--- src/rtl/uart_pkg.sv ---
// uart_pkg: register map, STATUS/CTRL bit positions and FSM state types shared by the UART core.
package uart_pkg;

  localparam logic [4:0] UART_DATA   = 5'h00;
  localparam logic [4:0] UART_STATUS = 5'h04;
  localparam logic [4:0] UART_DVSR   = 5'h08;
  localparam logic [4:0] UART_CTRL   = 5'h0C;

  localparam int ST_TX_FULL    = 0;
  localparam int ST_TX_EMPTY   = 1;
  localparam int ST_RX_FULL    = 2;
  localparam int ST_RX_EMPTY   = 3;
  localparam int ST_TX_BUSY    = 4;
  localparam int ST_OVERRUN    = 5;
  localparam int ST_FRAME_ERR  = 6;
  localparam int ST_PARITY_ERR = 7;

  localparam int CTRL_RX_IE      = 0;
  localparam int CTRL_TX_IE      = 1;
  localparam int CTRL_PARITY_ODD = 2;

  localparam int OVERSAMPLE = 16;

  typedef enum logic [2:0] {
    TX_IDLE, TX_START, TX_DATA, TX_PARITY, TX_STOP
  } tx_state_e;

  typedef enum logic [2:0] {
    RX_IDLE, RX_START, RX_DATA, RX_PARITY, RX_STOP
  } rx_state_e;

endpackage

--- src/rtl/uart_fifo.sv ---
// uart_fifo: synchronous show-ahead FIFO; an extra pointer bit separates full from empty.
module uart_fifo #(
  parameter int WIDTH = 8,
  parameter int DEPTH = 16
) (
  input  logic             i_clk,
  input  logic             i_rst_n,
  input  logic             i_push,
  input  logic [WIDTH-1:0] i_wdata,
  input  logic             i_pop,
  output logic [WIDTH-1:0] o_rdata,
  output logic             o_full,
  output logic             o_empty
);

  localparam int AW = $clog2(DEPTH);
  localparam logic [AW:0] PTR_ONE = 1;

  logic [WIDTH-1:0] r_mem [DEPTH];
  logic [AW:0]      r_wptr;
  logic [AW:0]      r_rptr;
  logic             w_do_push;
  logic             w_do_pop;

  assign o_empty = (r_wptr == r_rptr);
  assign o_full  = (r_wptr[AW] != r_rptr[AW]) && (r_wptr[AW-1:0] == r_rptr[AW-1:0]);
  assign o_rdata = r_mem[r_rptr[AW-1:0]];

  // A pop frees the slot on a full FIFO, so a same-cycle push still lands.
  assign w_do_pop  = i_pop && !o_empty;
  assign w_do_push = i_push && (!o_full || w_do_pop);

  always_ff @(posedge i_clk or negedge i_rst_n) begin
    if (!i_rst_n) begin
      r_wptr <= '0;
      r_rptr <= '0;
    end else begin
      if (w_do_push) r_wptr <= r_wptr + PTR_ONE;
      if (w_do_pop)  r_rptr <= r_rptr + PTR_ONE;
    end
  end

  always_ff @(posedge i_clk) begin
    if (w_do_push) r_mem[r_wptr[AW-1:0]] <= i_wdata;
  end

endmodule

--- src/rtl/uart_fifo_core.sv ---
// uart_fifo_core: memory-mapped UART (baud tick, TX/RX FSMs, FIFOs, register file, irq).
// Define UART_PARITY_EN to insert/check a parity bit (even, or odd via CTRL[2]).
//
// state     | meaning
// TX_IDLE   | line high, waiting for a tick with TX FIFO data
// TX_START  | driving start bit (16 ticks)
// TX_DATA   | shifting data bits LSB first (16 ticks each)
// TX_PARITY | driving parity bit (parity builds only)
// TX_STOP   | driving stop bit (SB_TICK ticks)
// RX_IDLE   | waiting for a falling edge on the synchronised line
// RX_START  | 7 ticks, then confirm the line is still low
// RX_DATA   | sampling data bits every 16 ticks
// RX_PARITY | sampling parity bit (parity builds only)
// RX_STOP   | sampling stop bit, then push or flag error
module uart_fifo_core
  import uart_pkg::*;
#(
  parameter int DBIT     = 8,
  parameter int SB_TICK  = 16,
  parameter int TX_DEPTH = 16,
  parameter int RX_DEPTH = 16,
  parameter int DVSR_W   = 16,
  parameter int DVSR_RST = 324
) (
  input  logic        clk,
  input  logic        reset_n,
  input  logic [4:0]  cpu_address,
  input  logic [31:0] cpu_wdata,
  input  logic        write_enable,
  input  logic        read_enable,
  output logic [31:0] cpu_rdata,
  input  logic        rx,
  output logic        tx,
  output logic        irq
);

`ifdef UART_PARITY_EN
  localparam bit PAR_EN = 1'b1;
`else
  localparam bit PAR_EN = 1'b0;
`endif

  localparam int TCW = $clog2((SB_TICK > OVERSAMPLE) ? SB_TICK : OVERSAMPLE) + 1;
  localparam int NBW = $clog2(DBIT) + 1;
  localparam logic [TCW-1:0]    T_BIT   = TCW'(OVERSAMPLE - 1);
  localparam logic [TCW-1:0]    T_STOP  = TCW'(SB_TICK - 1);
  localparam logic [TCW-1:0]    T_START = TCW'(7 - 1);
  localparam logic [TCW-1:0]    T_ONE   = TCW'(1);
  localparam logic [NBW-1:0]    N_LAST  = NBW'(DBIT - 1);
  localparam logic [NBW-1:0]    N_ONE   = NBW'(1);
  localparam logic [DVSR_W-1:0] D_ONE   = DVSR_W'(1);

  logic [DVSR_W-1:0] r_dvsr;
  logic [DVSR_W-1:0] r_baud_cnt;
  logic              r_rx_ie;
  logic              r_tx_ie;
  logic              r_par_odd;
  logic              r_ovr;
  logic              r_ferr;
  logic              r_perr;
  logic [31:0]       r_rdata;
  logic              r_irq;

  logic              w_tick;
  logic              w_wr_data;
  logic              w_wr_status;
  logic              w_wr_dvsr;
  logic              w_wr_ctrl;
  logic              w_rd_data;
  logic [31:0]       w_rdata_nx;
  logic [7:0]        w_status;
  logic              w_unused;

  logic [DBIT-1:0]   w_tx_rdata;
  logic              w_tx_full;
  logic              w_tx_empty;
  logic              w_tx_pop;
  logic [DBIT-1:0]   w_rx_rdata;
  logic              w_rx_full;
  logic              w_rx_empty;
  logic              w_rx_push;

  assign w_wr_data   = write_enable && ({cpu_address[4:2], 2'b00} == UART_DATA);
  assign w_wr_status = write_enable && ({cpu_address[4:2], 2'b00} == UART_STATUS);
  assign w_wr_dvsr   = write_enable && ({cpu_address[4:2], 2'b00} == UART_DVSR);
  assign w_wr_ctrl   = write_enable && ({cpu_address[4:2], 2'b00} == UART_CTRL);
  assign w_rd_data   = read_enable  && ({cpu_address[4:2], 2'b00} == UART_DATA);
  assign w_unused    = ^{cpu_wdata, cpu_address[1:0]};

  // Baud enable: counter spans 0..DVSR, one-cycle tick on the terminal value.
  assign w_tick = (r_baud_cnt == r_dvsr);

  always_ff @(posedge clk or negedge reset_n) begin
    if (!reset_n)                r_baud_cnt <= '0;
    else if (w_wr_dvsr || w_tick) r_baud_cnt <= '0;
    else                         r_baud_cnt <= r_baud_cnt + D_ONE;
  end

  uart_fifo #(.WIDTH(DBIT), .DEPTH(TX_DEPTH)) u_tx_fifo (
    .i_clk   (clk),
    .i_rst_n (reset_n),
    .i_push  (w_wr_data),
    .i_wdata (cpu_wdata[DBIT-1:0]),
    .i_pop   (w_tx_pop),
    .o_rdata (w_tx_rdata),
    .o_full  (w_tx_full),
    .o_empty (w_tx_empty)
  );

  // ---------------- TX ----------------
  tx_state_e        r_tx_state, w_tx_state_nx;
  logic [TCW-1:0]   r_tx_cnt, w_tx_cnt_nx;
  logic [NBW-1:0]   r_tx_nbit, w_tx_nbit_nx;
  logic [DBIT-1:0]  r_tx_sh, w_tx_sh_nx;
  logic             r_tx, w_tx_nx;
  logic             r_tx_par, w_tx_par_nx;
  logic             w_tx_load;

  always_ff @(posedge clk or negedge reset_n) begin
    if (!reset_n) begin
      r_tx_state <= TX_IDLE;
      r_tx_cnt   <= '0;
      r_tx_nbit  <= '0;
      r_tx_sh    <= '0;
      r_tx       <= 1'b1;
      r_tx_par   <= 1'b0;
    end else begin
      r_tx_state <= w_tx_state_nx;
      r_tx_cnt   <= w_tx_cnt_nx;
      r_tx_nbit  <= w_tx_nbit_nx;
      r_tx_sh    <= w_tx_sh_nx;
      r_tx       <= w_tx_nx;
      r_tx_par   <= w_tx_par_nx;
    end
  end

  always_comb begin
    w_tx_state_nx = r_tx_state;
    w_tx_cnt_nx   = r_tx_cnt;
    w_tx_nbit_nx  = r_tx_nbit;
    w_tx_sh_nx    = r_tx_sh;
    w_tx_nx       = r_tx;
    w_tx_par_nx   = r_tx_par;
    w_tx_pop      = 1'b0;
    w_tx_load     = 1'b0;
    if (w_tick) begin
      case (r_tx_state)
        TX_IDLE: w_tx_load = !w_tx_empty;
        TX_START: begin
          if (r_tx_cnt == '0) begin
            w_tx_state_nx = TX_DATA;
            w_tx_cnt_nx   = T_BIT;
            w_tx_nbit_nx  = N_LAST;
            w_tx_nx       = r_tx_sh[0];
          end else w_tx_cnt_nx = r_tx_cnt - T_ONE;
        end
        TX_DATA: begin
          if (r_tx_cnt == '0) begin
            w_tx_cnt_nx = T_BIT;
            w_tx_sh_nx  = r_tx_sh >> 1;
            if (r_tx_nbit == '0) begin
              if (PAR_EN) begin
                w_tx_state_nx = TX_PARITY;
                w_tx_nx       = r_tx_par;
              end else begin
                w_tx_state_nx = TX_STOP;
                w_tx_cnt_nx   = T_STOP;
                w_tx_nx       = 1'b1;
              end
            end else begin
              w_tx_nbit_nx = r_tx_nbit - N_ONE;
              w_tx_nx      = r_tx_sh[1];
            end
          end else w_tx_cnt_nx = r_tx_cnt - T_ONE;
        end
        TX_PARITY: begin
          if (r_tx_cnt == '0) begin
            w_tx_state_nx = TX_STOP;
            w_tx_cnt_nx   = T_STOP;
            w_tx_nx       = 1'b1;
          end else w_tx_cnt_nx = r_tx_cnt - T_ONE;
        end
        TX_STOP: begin
          // Chain straight into the next start bit so queued bytes leave back-to-back.
          if (r_tx_cnt == '0) begin
            if (!w_tx_empty) w_tx_load = 1'b1;
            else             w_tx_state_nx = TX_IDLE;
          end else w_tx_cnt_nx = r_tx_cnt - T_ONE;
        end
        default: w_tx_state_nx = TX_IDLE;
      endcase
    end
    if (w_tx_load) begin
      w_tx_pop      = 1'b1;
      w_tx_state_nx = TX_START;
      w_tx_cnt_nx   = T_BIT;
      w_tx_sh_nx    = w_tx_rdata;
      w_tx_par_nx   = (^w_tx_rdata) ^ r_par_odd;
      w_tx_nx       = 1'b0;
    end
  end

  assign tx = r_tx;

  // ---------------- RX ----------------
  logic             r_rx_s1, r_rx_s2, r_rx_prev;
  rx_state_e        r_rx_state, w_rx_state_nx;
  logic [TCW-1:0]   r_rx_cnt, w_rx_cnt_nx;
  logic [NBW-1:0]   r_rx_nbit, w_rx_nbit_nx;
  logic [DBIT-1:0]  r_rx_sh, w_rx_sh_nx;
  logic             r_rx_par_bad, w_rx_par_bad_nx;
  logic             w_ferr_set;
  logic             w_perr_set;
  logic             w_ovr_set;

  always_ff @(posedge clk or negedge reset_n) begin
    if (!reset_n) begin
      r_rx_s1      <= 1'b1;
      r_rx_s2      <= 1'b1;
      r_rx_prev    <= 1'b1;
      r_rx_state   <= RX_IDLE;
      r_rx_cnt     <= '0;
      r_rx_nbit    <= '0;
      r_rx_sh      <= '0;
      r_rx_par_bad <= 1'b0;
    end else begin
      r_rx_s1      <= rx;
      r_rx_s2      <= r_rx_s1;
      r_rx_prev    <= r_rx_s2;
      r_rx_state   <= w_rx_state_nx;
      r_rx_cnt     <= w_rx_cnt_nx;
      r_rx_nbit    <= w_rx_nbit_nx;
      r_rx_sh      <= w_rx_sh_nx;
      r_rx_par_bad <= w_rx_par_bad_nx;
    end
  end

  always_comb begin
    w_rx_state_nx   = r_rx_state;
    w_rx_cnt_nx     = r_rx_cnt;
    w_rx_nbit_nx    = r_rx_nbit;
    w_rx_sh_nx      = r_rx_sh;
    w_rx_par_bad_nx = r_rx_par_bad;
    w_rx_push       = 1'b0;
    w_ferr_set      = 1'b0;
    w_perr_set      = 1'b0;
    case (r_rx_state)
      RX_IDLE: begin
        if (r_rx_prev && !r_rx_s2) begin
          w_rx_state_nx = RX_START;
          w_rx_cnt_nx   = T_START;
        end
      end
      RX_START: begin
        if (w_tick) begin
          if (r_rx_cnt == '0) begin
            if (r_rx_s2) w_rx_state_nx = RX_IDLE;
            else begin
              w_rx_state_nx = RX_DATA;
              w_rx_cnt_nx   = T_BIT;
              w_rx_nbit_nx  = N_LAST;
            end
          end else w_rx_cnt_nx = r_rx_cnt - T_ONE;
        end
      end
      RX_DATA: begin
        if (w_tick) begin
          if (r_rx_cnt == '0) begin
            w_rx_sh_nx  = {r_rx_s2, r_rx_sh[DBIT-1:1]};
            w_rx_cnt_nx = T_BIT;
            if (r_rx_nbit == '0) w_rx_state_nx = PAR_EN ? RX_PARITY : RX_STOP;
            else                 w_rx_nbit_nx  = r_rx_nbit - N_ONE;
          end else w_rx_cnt_nx = r_rx_cnt - T_ONE;
        end
      end
      RX_PARITY: begin
        if (w_tick) begin
          if (r_rx_cnt == '0) begin
            w_rx_par_bad_nx = r_rx_s2 != ((^r_rx_sh) ^ r_par_odd);
            w_rx_state_nx   = RX_STOP;
            w_rx_cnt_nx     = T_BIT;
          end else w_rx_cnt_nx = r_rx_cnt - T_ONE;
        end
      end
      RX_STOP: begin
        if (w_tick) begin
          if (r_rx_cnt == '0) begin
            w_rx_state_nx = RX_IDLE;
            if (!r_rx_s2)                    w_ferr_set = 1'b1;
            else if (PAR_EN && r_rx_par_bad) w_perr_set = 1'b1;
            else                             w_rx_push  = 1'b1;
          end else w_rx_cnt_nx = r_rx_cnt - T_ONE;
        end
      end
      default: w_rx_state_nx = RX_IDLE;
    endcase
  end

  uart_fifo #(.WIDTH(DBIT), .DEPTH(RX_DEPTH)) u_rx_fifo (
    .i_clk   (clk),
    .i_rst_n (reset_n),
    .i_push  (w_rx_push),
    .i_wdata (r_rx_sh),
    .i_pop   (w_rd_data),
    .o_rdata (w_rx_rdata),
    .o_full  (w_rx_full),
    .o_empty (w_rx_empty)
  );

  // A full FIFO only drops the byte when the CPU is not popping in the same cycle.
  assign w_ovr_set = w_rx_push && w_rx_full && !w_rd_data;

  // ---------------- register file ----------------
  always_ff @(posedge clk or negedge reset_n) begin
    if (!reset_n) begin
      r_dvsr    <= DVSR_W'(DVSR_RST);
      r_rx_ie   <= 1'b0;
      r_tx_ie   <= 1'b0;
      r_par_odd <= 1'b0;
      r_ovr     <= 1'b0;
      r_ferr    <= 1'b0;
      r_perr    <= 1'b0;
      r_rdata   <= '0;
      r_irq     <= 1'b0;
    end else begin
      if (w_wr_dvsr) r_dvsr <= cpu_wdata[DVSR_W-1:0];
      if (w_wr_ctrl) begin
        r_rx_ie   <= cpu_wdata[CTRL_RX_IE];
        r_tx_ie   <= cpu_wdata[CTRL_TX_IE];
        r_par_odd <= PAR_EN & cpu_wdata[CTRL_PARITY_ODD];
      end
      r_ovr  <= w_ovr_set  | (r_ovr  & ~(w_wr_status & cpu_wdata[ST_OVERRUN]));
      r_ferr <= w_ferr_set | (r_ferr & ~(w_wr_status & cpu_wdata[ST_FRAME_ERR]));
      r_perr <= w_perr_set | (r_perr & ~(w_wr_status & cpu_wdata[ST_PARITY_ERR]));
      if (read_enable) r_rdata <= w_rdata_nx;
      r_irq <= (r_rx_ie & ~w_rx_empty) | (r_tx_ie & w_tx_empty);
    end
  end

  always_comb begin
    w_status                = '0;
    w_status[ST_TX_FULL]    = w_tx_full;
    w_status[ST_TX_EMPTY]   = w_tx_empty;
    w_status[ST_RX_FULL]    = w_rx_full;
    w_status[ST_RX_EMPTY]   = w_rx_empty;
    w_status[ST_TX_BUSY]    = (r_tx_state != TX_IDLE);
    w_status[ST_OVERRUN]    = r_ovr;
    w_status[ST_FRAME_ERR]  = r_ferr;
    w_status[ST_PARITY_ERR] = r_perr;
  end

  always_comb begin
    w_rdata_nx = '0;
    case ({cpu_address[4:2], 2'b00})
      UART_DATA: begin
        w_rdata_nx[31] = w_rx_empty;
        if (!w_rx_empty) w_rdata_nx[DBIT-1:0] = w_rx_rdata;
      end
      UART_STATUS: w_rdata_nx[7:0]        = w_status;
      UART_DVSR:   w_rdata_nx[DVSR_W-1:0] = r_dvsr;
      UART_CTRL:   w_rdata_nx[2:0]        = {r_par_odd, r_tx_ie, r_rx_ie};
      default:     w_rdata_nx = '0;
    endcase
  end

  assign cpu_rdata = r_rdata;
  assign irq       = r_irq;

endmodule

--- config.mk ---
export PLATFORM = sky130hd
export DESIGN_NAME = uart_fifo_core
export DESIGN_NICKNAME = d
export VERILOG_FILES = /design/src/rtl/uart_pkg.sv /design/src/rtl/uart_fifo.sv /design/src/rtl/uart_fifo_core.sv
export SDC_FILE = /design/constraint.sdc
export NUM_CORES = 1
export LEC_CHECK = 0
export CORE_MARGIN = 2
export CORE_UTILIZATION = 55
export DETAILED_ROUTE_END_ITERATION = 8
export GPL_ROUTABILITY_DRIVEN = 0
export PLACE_DENSITY_LB_ADDON = 0.15
export RECOVER_POWER = 100
export REMOVE_ABC_BUFFERS = 1
export SLEW_MARGIN = 25
export SYNTH_ARGS = -nofsm -noshare
export SYNTH_HDL_FRONTEND = slang
export SYNTH_HIERARCHICAL = 1
export SYNTH_SLANG_ARGS = --single-unit
--- constraint.sdc ---
create_clock -name clk -period 11 [get_ports clk]
set_input_delay 1.1 -clock clk [delete_from_list [all_inputs] [get_ports clk]]
set_output_delay 1.1 -clock clk [all_outputs]
set_load 0.005 [all_outputs]
Word-level counts from Yosys, hierarchy flattened
Memories as Yosys holds them, arrays and structs flattened.
Index checks and enable logic that the tools add are counted.
{ "word_totals": {"reg_bits": 119, "ram_bits": 256, "inputBits": 42, "output_inout_bits": 34, "elab_cells": 225, "mem_count": 2} }
{ "op_classes": {"addsub": 9, "eq_ne": 44, "n_mux": 80, "bitwise": 15, "n_reduce_logical": 50} }
{ "mem_list": {"columns": ["name", "depth", "word_bits", "rd", "rd_ports_with_merged_regs", "wr", "line", "source"], "rows": [
  ["u_rx_fifo.r_mem", 16, 8, 1, 0, 1, "uart_fifo.sv:19", "logic [WIDTH-1:0] r_mem [DEPTH];"],
  ["u_tx_fifo.r_mem", 16, 8, 1, 0, 1, "uart_fifo.sv:19", null]
]} }
{ "op_table": {"columns": ["op", "count"], "rows": [
  ["5-bit two-way mux", 12],
  ["3-bit two-way mux", 18],
  ["8-bit two-way mux", 6],
  ["4-bit two-way mux", 9],
  ["2-bit inequality test (second input constant)", 17],
  ["3-bit one-hot mux with 5 select lines", 2],
  ["1-bit two-way mux", 23],
  ["3-bit inequality test (second input constant)", 7],
  ["5-bit by 1-bit adder with 5-bit output (second input constant)", 4],
  ["5-bit one-hot mux with 4 select lines", 1],
  ["3-bit by 2-bit == test with 1-bit output (second input constant)", 6],
  ["16-bit by 1-bit adder with 16-bit output (second input constant)", 1],
  ["16-bit == test", 1],
  ["16-bit two-way mux", 1],
  ["4-bit one-hot mux with 2 select lines", 2],
  ["5-bit one-hot mux with 3 select lines", 1],
  ["1-bit logical AND", 14],
  ["7-bit AND reduction", 2],
  ["3-bit one-hot mux with 4 select lines", 1],
  ["5-bit == test", 2],
  ["5-bit logical NOT", 2],
  ["5-bit one-hot mux with 2 select lines", 1],
  ["10-bit AND reduction", 1],
  ["5-bit AND reduction", 2],
  ["other kinds (25)", 62]
]} }

Longest topological paths before layout
Gate-level depths: netlist of run 1.
{ "depth": {"ltp_word": 11, "depth_mapped": 12, "depth_no_buf": 9} }

Modules after synthesis
Netlist of run 1, hierarchy kept.
{ "modules_own_cells": {"columns": ["module", "instances", "cells_each", "area_per_inst_um2", "seq_area_each_um2"], "rows": [
  ["uart_fifo", 2, 269, 5527.8, 4093.9],
  ["uart_fifo_core", 1, 522, 5278.8, 2486.1]
]} }

Worst setup path after synthesis of run 1
Ideal clock, no wire load.
{ "synth_timing": {"path_kind": "register to register", "startpoint": "register r_tx_cnt[0]", "endpoint": "memory u_tx_fifo.r_mem[11][0] (enable)", "setup_ns": 0.385, "t_arrival_ns": 3.156, "required_ns": 10.615, "slack_ns": 7.458, "stages_incl_launch_ff": 10, "n_path_buf": 2, "period_less_slack_ns": 3.542, "cell_sequence": "dfrtp_1 -> inv_1 -> ha_1 -> or4b_1 -> buf_6 -> a2111oi_2 -> buf_4 -> nor2b_1 -> o311ai_4 -> nor3b_1"} }
{ "synth_via": {"elab_chain_cells": 10} }
{ "synth_lines": {"columns": ["item", "line", "source"], "rows": [
  ["start, declared", "uart_fifo_core.sv:112", "logic [TCW-1:0] r_tx_cnt, w_tx_cnt_nx;"],
  ["start signal, assigned", "uart_fifo_core.sv:129", "r_tx_cnt <= w_tx_cnt_nx;"],
  ["5-bit logical NOT", "uart_fifo_core.sv:185", "if (r_tx_cnt == '0) begin"],
  ["1-bit two-way mux", "uart_fifo_core.sv:185", null],
  ["1-bit one-hot mux with 2 select lines", "uart_fifo_core.sv:147", "case (r_tx_state)"],
  ["1-bit two-way mux", "uart_fifo_core.sv:146", "if (w_tick) begin"],
  ["named net w_tx_load", "uart_fifo_core.sv:117", "logic w_tx_load;"],
  ["1-bit two-way mux", "uart_fifo_core.sv:193", "if (w_tx_load) begin"],
  ["1-bit logical AND", "uart_fifo.sv:30", "assign w_do_pop = i_pop && !o_empty;"],
  ["1-bit logical OR", "uart_fifo.sv:31", "assign w_do_push = i_push && (!o_full || w_do_pop);"],
  ["1-bit logical AND", "uart_fifo.sv:31", null],
  ["1-bit two-way mux", "uart_fifo.sv:44", "if (w_do_push) r_mem[r_wptr[AW-1:0]] <= i_wdata;"],
  ["1-bit two-way mux (implied by the code)", "uart_fifo.sv:44", null],
  ["end, declared", "uart_fifo.sv:19", null]
]} }
The timed path passes the listed nets, and every way through them passes these cells.

Worst setup path in the final report of run 1
{ "layout_timing": {"startpoint": "register u_tx_fifo.r_rptr[0]", "endpoint": "memory u_tx_fifo.r_mem[15][0] (enable)"} }
{ "layout_via": {"elab_chain_cells": 11, "word_cells_on_any_way": 15, "cone_classes": "2 x eq/ne; 7 x mux; 6 x reduce/logical"} }
{ "layout_lines": {"columns": ["item", "line", "source"], "rows": [
  ["start, declared", "uart_fifo.sv:21", "logic [AW:0] r_rptr;"],
  ["start signal, assigned", "uart_fifo.sv:39", "if (w_do_pop) r_rptr <= r_rptr + PTR_ONE;"],
  ["5-bit == test *", "uart_fifo.sv:25", "assign o_empty = (r_wptr == r_rptr);"],
  ["named net w_tx_empty", "uart_fifo_core.sv:76", "logic w_tx_empty;"],
  ["1-bit two-way mux", "uart_fifo_core.sv:186", "if (!w_tx_empty) w_tx_load = 1'b1;"],
  ["1-bit two-way mux", "uart_fifo_core.sv:185", null],
  ["1-bit one-hot mux with 2 select lines *", "uart_fifo_core.sv:147", null],
  ["1-bit two-way mux *", "uart_fifo_core.sv:146", null],
  ["named net w_tx_load", "uart_fifo_core.sv:117", null],
  ["1-bit two-way mux *", "uart_fifo_core.sv:193", null],
  ["1-bit logical AND *", "uart_fifo.sv:30", null],
  ["1-bit logical OR *", "uart_fifo.sv:31", null],
  ["1-bit logical AND *", "uart_fifo.sv:31", null],
  ["1-bit two-way mux *", "uart_fifo.sv:44", null],
  ["1-bit two-way mux (implied by the code) *", "uart_fifo.sv:44", null]
]} }
Mark *: on every way through the listed nets, which the timed path passes. The rest lies on a longest branch.

==> results of run 1 <==
[report_power, final]
group | internal, mW | total, mW | switching, mW
sequential | 1.58 | 1.67 | 0.0823
clock | 0.816 | 1.34 | 0.525
combinational | 0.296 | 0.633 | 0.337
[how the worst min path moves through the flow]
stage,to,slack [ns],depth (start not counted),startpoint
after floorplan,r_rx_s2,0.35,0,r_rx_s1
after global placement,r_rx_s2,0.38,0,r_rx_s1
after detailed placement,r_rx_s2,0.38,0,r_rx_s1
after CTS,r_rx_prev,0.40,0,r_rx_s2
after global routing,r_rx_s2,0.45,0,r_rx_s1
final,r_rx_prev,0.44,0,r_rx_s2
[stage by stage]
stage | hold WS (ns) | setup slack (ns)
5_1_grt | 0.449 | 3.75
4_1_cts | 0.405 | 7.30
3_5_place_dp | 0.383 | 7.08
2_1_floorplan | 0.345 | 6.27
3_3_place_gp | 0.383 | 7.05
6_report | 0.435 | 4.73
[layout make-up]
type                    instances  area share
flip-flops and latches        375       0.586
multi-input cells             589       0.278
clock buffers                  53      0.0598
repair buffers                 57      0.0269
well taps                     390      0.0268
clock inverters                20      0.0131
inverters                      46     0.00948
[state kept, by name, summed over array words and instances (netlist names), 8 cells and up]
register,cells
r_tx_sh,8
cpu_rdata,17
u_rx_fifo/r_mem,128
r_dvsr,16
r_rx_sh,8
r_baud_cnt,16
u_tx_fifo/r_mem,128
[worst max-delay path, delay by kind of cell (launching register included)]
| kind | cells | cell delay, ns |
|---|---|---|
| AOI/OAI and AO/OA | 2 | 1.02 |
| xor gates and xnor gates | 1 | 0.20 |
| buffers and inverters | 3 | 2.71 |
| DFF | 1 | 0.33 |
| and+or+nand+nor | 4 | 1.59 |
[per-layer routing]
| metal | share of wire | vias up | GRT usage |
|---|---|---|---|
| met3 | 0.037 | 41 | 0.0284 |
| met5 | 0 | - | 0 |
| met1 | 0.43 | 4475 | 0.293 |
| met2 | 0.52 | 159 | 0.364 |
| met4 | 0.015 | 0 | 0.0479 |
| li1 | - | 4116 | - |
[layout by cell type, fill, tap and decap left out, types with 15 or more instances in the layout]
| cell type | synthesis | final |
|---|---|---|
| mux4_2 | 64 | 64 |
| xnor2_1 | 28 | 28 |
| nor2b_1 | 16 | 16 |
| dfrtp_1 | 112 | 110 |
| and3_1 | 29 | 29 |
| xor2_1 | 27 | 27 |
| nor2_1 | 45 | 46 |
| edfxtp_1 | 256 | 256 |
| inv_1 | 46 | 46 |
| nor3_1 | 16 | 16 |
| clkbuf_1 | 22 | 21 |
| a21oi_1 | 21 | 21 |
| dlygate4sd3_1 | 0 | 31 |
| mux2_2 | 41 | 40 |
| a22oi_1 | 38 | 38 |
| clkbuf_16 | 0 | 40 |
| nand2_1 | 60 | 60 |
| conb_1 | 1 | 15 |
| o21ai_0 | 24 | 26 |
| ha_1 | 17 | 17 |
[cells by family after synthesis]
family	share of synthesized area
AO/OA/AOI/OAI	0.0664
buffers and inverters	0.0349
other	0.000230
XOR/XNOR	0.0315
multiplexers	0.122
flip-flops	0.653
adder cells (fa/ha/maj)	0.0130
AND/OR/NAND/NOR	0.0789
==> results.py, run 1 <==
metrics = {
    "clocking": {
        "clk-insertion-delay-late_ns": 0.53,
        "cts_tree": "built",
        "cts-root-buf": "clkbuf_16",
        "cts_setup_buffers": 0,
        "cts-htree-levels": 2,
        "cts_hold_buffers": 0,
        "clock-sinks": 375,
        "path_clk_slew_ns": 0.06,
        "ctsLongestPathBuffers": 3,
        "numCtsBuffers": 40,
        "postCtsResizedCells": 0,
    },
    "worst_setup_path": {
        "path_common_cell": "clkbuf_1",
        "critPathLaunch": "u_tx_fifo/r_rptr[0]",
        "rr_endpoint": "u_tx_fifo/r_mem[15][0]",
        "endpoint_kind": "flip-flop",
        "worstPathRequired_ns": 11.14,
        "crit_end": "u_tx_fifo/r_mem[15][0]",
        "cp-start-kind": "flip-flop",
        "critPathSlowestCell": "clkbuf_1",
        "cp.arrival_ns": 6.41,
        "rr_startpoint": "u_tx_fifo/r_rptr[0]",
        "crit_fanout": 36,
        "reg2reg_slack_ns": 4.73,
        "crit_chain": "clkbuf_1 > xnor2_1 > nand4_1 > or2_0 > inv_1 > a2111oi_0 > nor2b_1 > clkbuf_1 > o311ai_0 > nor2_1",
        "worstSetupPathType": "flip-flop to flip-flop",
        "worst_r2r_path_depth": 10,
        "crit_path_max_incr_delay_ns": 2.13,
    },
    "synthesis": {
        "ys_warn_count": 6,
        "synthTopCellsByArea": "edfxtp_1 47%, dfrtp_1 17%, mux4_2 8.8%",
        "synthCells": 1060,
        "yosysMostFrequentCell": "edfxtp_1",
        "synth-seq-cells": 375,
        "synth.cells.most_frequent": "256 x edfxtp_1, 112 x dfrtp_1, 64 x mux4_2, 60 x nand2_1, 46 x inv_1",
        "avgSynthCellArea_um2": 15.4,
        "syn_area_um2": 16300,
        "synth_top_area_frac": 0.471,
        "yosys.cell_types.count": 72,
        "ys_seq_area_frac": 0.653,
        "async_reset_ff_frac": 0.317,
        "synth_edf_count": 256,
        "synth_ff_type": "edfxtp_1",
        "synth_area_leader_cell": "edfxtp_1",
    },
    "min_path": {
        "hp-class": "flip-flop to flip-flop",
    },
    "floorplan": {
        "start_util": 0.556,
        "fp.coreArea_um2": 29400,
        "die_h_um": 176,
        "ios": 76,
        "die_x_um": 176,
        "rows": 63,
        "dieArea_um2": 31100,
    },
    "timing": {
        "period_minus_slack_ns": 6.27,
        "period_share": 0.570,
        "worst_pin_slew_ns": 3.02,
        "hold_viol": 0,
        "fin_skew_ns": 0.0246,
        "fmax_mhz": 160,
        "finalSetupViolations": 0,
        "slew_violations": 169,
        "relSlewSlack": -1.01,
        "fin_setup_tns_ns": 0,
        "rsz0062_at_grt": "false",
    },
    "cells_and_area": {
        "fin_util": 0.620,
        "drive_gt1_frac": 0.162,
        "final_area_um2": 18200,
        "area_growth_syn_to_layout_pct": 11.5,
        "nets": 1168,
        "antennaDiodeCount": 0,
        "seq_area_um2": 10700,
        "fillers": 2205,
        "multi_input_area_um2": 5060,
        "instances_no_fill": 1530,
    },
    "drt": {
        "remaining_drc_errors": 0,
        "drt_iter0_drc": 744,
        "wl_um": 31700,
        "vias": 8791,
        "via_per_inst": 5.75,
        "post_drt_wl_per_cell_um": 20.7,
        "drtPass1Iterations": 5,
        "route.antenna.remaining_nets": 0,
    },
    "global_route": {
        "grt_pass1_vias": 8962,
        "grt_pass1_wl_um": 50800,
        "grt_start_max_net_pins": 74,
        "antenna_found_initial": 0,
        "grtUsageTotal": 0.212,
        "grt-ovfl-total": 0,
    },
    "power": {
        "leakage_nw": 6.76,
        "ir_drop_mv": 0.126,
        "power_density_nw_per_um2": 200,
        "total_power_mw": 3.64,
    },
    "place": {
        "dp_hpwl_um": 20400,
        "io_buffers": 42,
        "place_area_um2": 17000,
        "place.detailed.instances": 1457,
    },
    "run_status": {
        "outcome": "finished with violations",
        "violations": "capacitance limit, slew limit",
    },
    "job": {
        "drv_cap": 5,
    },
}
Power figures use the tool's default switching activity.
==> inputs of run 2 (changes only) <==
==> constraint.sdc (replaced) <==
create_clock -name clk -period 6.3 [get_ports clk]
set_input_delay 0.63 -clock clk [delete_from_list [all_inputs] [get_ports clk]]
set_output_delay 0.63 -clock clk [all_outputs]
set_load 0.005 [all_outputs]
==> results.py, run 2 (synthesis gave the netlist of run 1 again) <==
metrics = {
    "run_status": {
        "outcome": "finished with violations",
        "violations": "capacitance limit, slew limit",
    },
    "worst_setup_path": {
        "crit_chain": "xor2_1 > nor4_1 > nand4_2 > clkbuf_1 > nor2b_1 > clkbuf_1 > o31a_1 > and3_1",
        "crit_path_max_incr_delay_ns": 0.80,
        "reg2reg_slack_ns": 1.99,
        "worst_r2r_path_depth": 8,
        "cp.arrival_ns": 4.47,
        "path_buf_inv": 2,
        "worstSetupPathType": "flip-flop to flip-flop",
        "critPathLaunch": "r_baud_cnt[3]",
        "cp-start-kind": "flip-flop",
        "path_depth": 8,
        "crit_end": "u_tx_fifo/r_mem[12][1]",
        "rr_startpoint": "r_baud_cnt[3]",
        "path_common_cell": "clkbuf_1",
        "critPathSlowestCell": "clkbuf_1",
        "crit_fanout": 45,
        "crit_family": "simple AND/OR/NAND/NOR gates",
        "rr_endpoint": "u_tx_fifo/r_mem[12][1]",
        "worstPathRequired_ns": 6.46,
        "endpoint_kind": "flip-flop",
    },
    "cells_and_area": {
        "drive_gt1_frac": 0.178,
        "seq_area_um2": 10700,
        "antennaDiodeCount": 0,
        "nets": 1169,
        "final_common_cell": "edfxtp_1",
        "instances_no_fill": 1532,
        "final_cell_mix": "256 x edfxtp_1, 111 x dfrtp_1, 64 x mux4_2, 60 x nand2_1",
        "area_growth_syn_to_layout_pct": 11.5,
        "multi_input_area_um2": 5090,
        "fillers": 2195,
    },
    "drt": {
        "vias": 8919,
        "post_drt_wl_per_cell_um": 21.2,
        "via_per_inst": 5.82,
        "drt_iter0_drc": 696,
        "wl_um": 32500,
        "remaining_drc_errors": 0,
        "drtPass1Iterations": 5,
        "route.antenna.remaining_nets": 0,
    },
    "clocking": {
        "ctsLongestPathBuffers": 3,
        "clk-insertion-delay-late_ns": 0.54,
        "postCtsResizedCells": 0,
        "cts_setup_buffers": 0,
        "numCtsBuffers": 40,
        "cts_hold_buffers": 0,
        "path_clk_slew_ns": 0.06,
        "clock-sinks": 375,
        "cts-htree-levels": 2,
        "cts-root-buf": "clkbuf_16",
        "cts_tree": "built",
    },
    "timing": {
        "finalSetupViolations": 0,
        "worst_pin_slew_ns": 2.48,
        "relSlewSlack": -0.652,
        "slew_violations": 189,
        "fin_skew_ns": 0.0257,
        "period_share": 0.683,
        "hold_viol": 0,
        "period_minus_slack_ns": 4.31,
        "rsz0062_at_grt": "false",
        "fmax_mhz": 232,
        "fin_setup_tns_ns": 0,
    },
    "global_route": {
        "grt_start_max_net_pins": 46,
        "grt-ovfl-total": 0,
        "grt_pass1_vias": 8864,
        "grt_pass1_wl_um": 51100,
        "grtUsageTotal": 0.216,
        "antenna_found_initial": 0,
    },
    "place": {
        "io_buffers": 42,
        "place.detailed.instances": 1458,
        "dp_hpwl_um": 21200,
    },
    "floorplan": {
        "rows": 63,
        "fp.coreArea_um2": 29400,
        "dieArea_um2": 31100,
        "die_h_um": 176,
        "ios": 76,
        "start_util": 0.556,
        "die_x_um": 176,
    },
    "power": {
        "p_switching_mw": 1.73,
        "leakage_nw": 6.77,
        "ir_drop_mv": 0.244,
        "clkPwrFrac": 0.360,
        "switching_share": 0.276,
        "seqPwrFrac": 0.472,
        "p_comb_frac": 0.168,
        "intPower_mw": 4.55,
        "power_density_nw_per_um2": 345,
    },
    "job": {
        "drv_cap": 5,
    },
    "min_path": {
        "hp-class": "flip-flop to flip-flop",
        "hold_start": "r_rx_s1",
    },
}
## run 2: changes by cell type in the layout (fill, tap and decap cells not counted), moves of 2 or more
cell        change
clkinvlp_4      +3
bufinv_16       -4
clkbuf_1        -6
or2_0           -2
clkinv_1        -5
or2_4           +2
clkinv_2        +5
clkinv_4        +6
buf_4           +2
## run 2: per-layer routing
layer	global-route usage	part of all wire	wire [um]
met2	0.361	0.50	16400
met3	0.0263	0.035	1140
met1	0.307	0.44	14400
met5	0	0	0
met4	0.0523	0.020	641
## run 2: through the flow
stage | hold WS [ns] | instance area, um^2 | power, mW | util | setup WS [ns]
2_1_floorplan | 0.334 | 16000 | 3.74 | - | 1.57
3_3_place_gp | 0.387 | 17000 | 4.09 | 0.579 | 2.81
3_5_place_dp | 0.382 | 17000 | 4.11 | 0.579 | 2.83
4_1_cts | 0.0730 | 18300 | 6.38 | 0.623 | 2.89
5_1_grt | 0.414 | 18200 | 6.56 | 0.620 | 1.65
6_report | 0.425 | 18200 | 6.28 | 0.620 | 1.99
## run 2: area by class of cell
cell class	instances	area share
flip-flops and latches	375	0.586
multi-input cells	589	0.280
clock buffers	47	0.0586
repair buffers	58	0.0271
well taps	390	0.0268
clock inverters	27	0.0126
inverters	46	0.00948
## run 2: power by group through the flow
stage               Sequential, mW  Combinational, mW  Clock, mW
floorplan                     3.05              0.687          0
global placement              3.02               1.07          0
detailed placement            3.02               1.09          0
CTS                           2.97               1.09       2.32
global route                  2.99               1.16       2.42
finish                        2.96               1.05       2.26
## run 2: worst min path at each step
stage,end,cells past startpoint
final,r_rx_s2,0
after global routing,r_rx_s2,0
after CTS,r_tx_cnt[0],1
after detailed placement,r_rx_s2,0
after global placement,r_rx_s2,0
after floorplan,cpu_rdata[0],0
## run 2: worst register-to-register path, stage by stage (launching register included)
cell and delay [ns]:
dfrtp_1 0.44, xor2_1 0.19, nor4_1 0.41, nand4_2 0.21, clkbuf_1 0.80, nor2b_1 0.32, clkbuf_1 0.42, o31a_1 0.59
and3_1 0.57
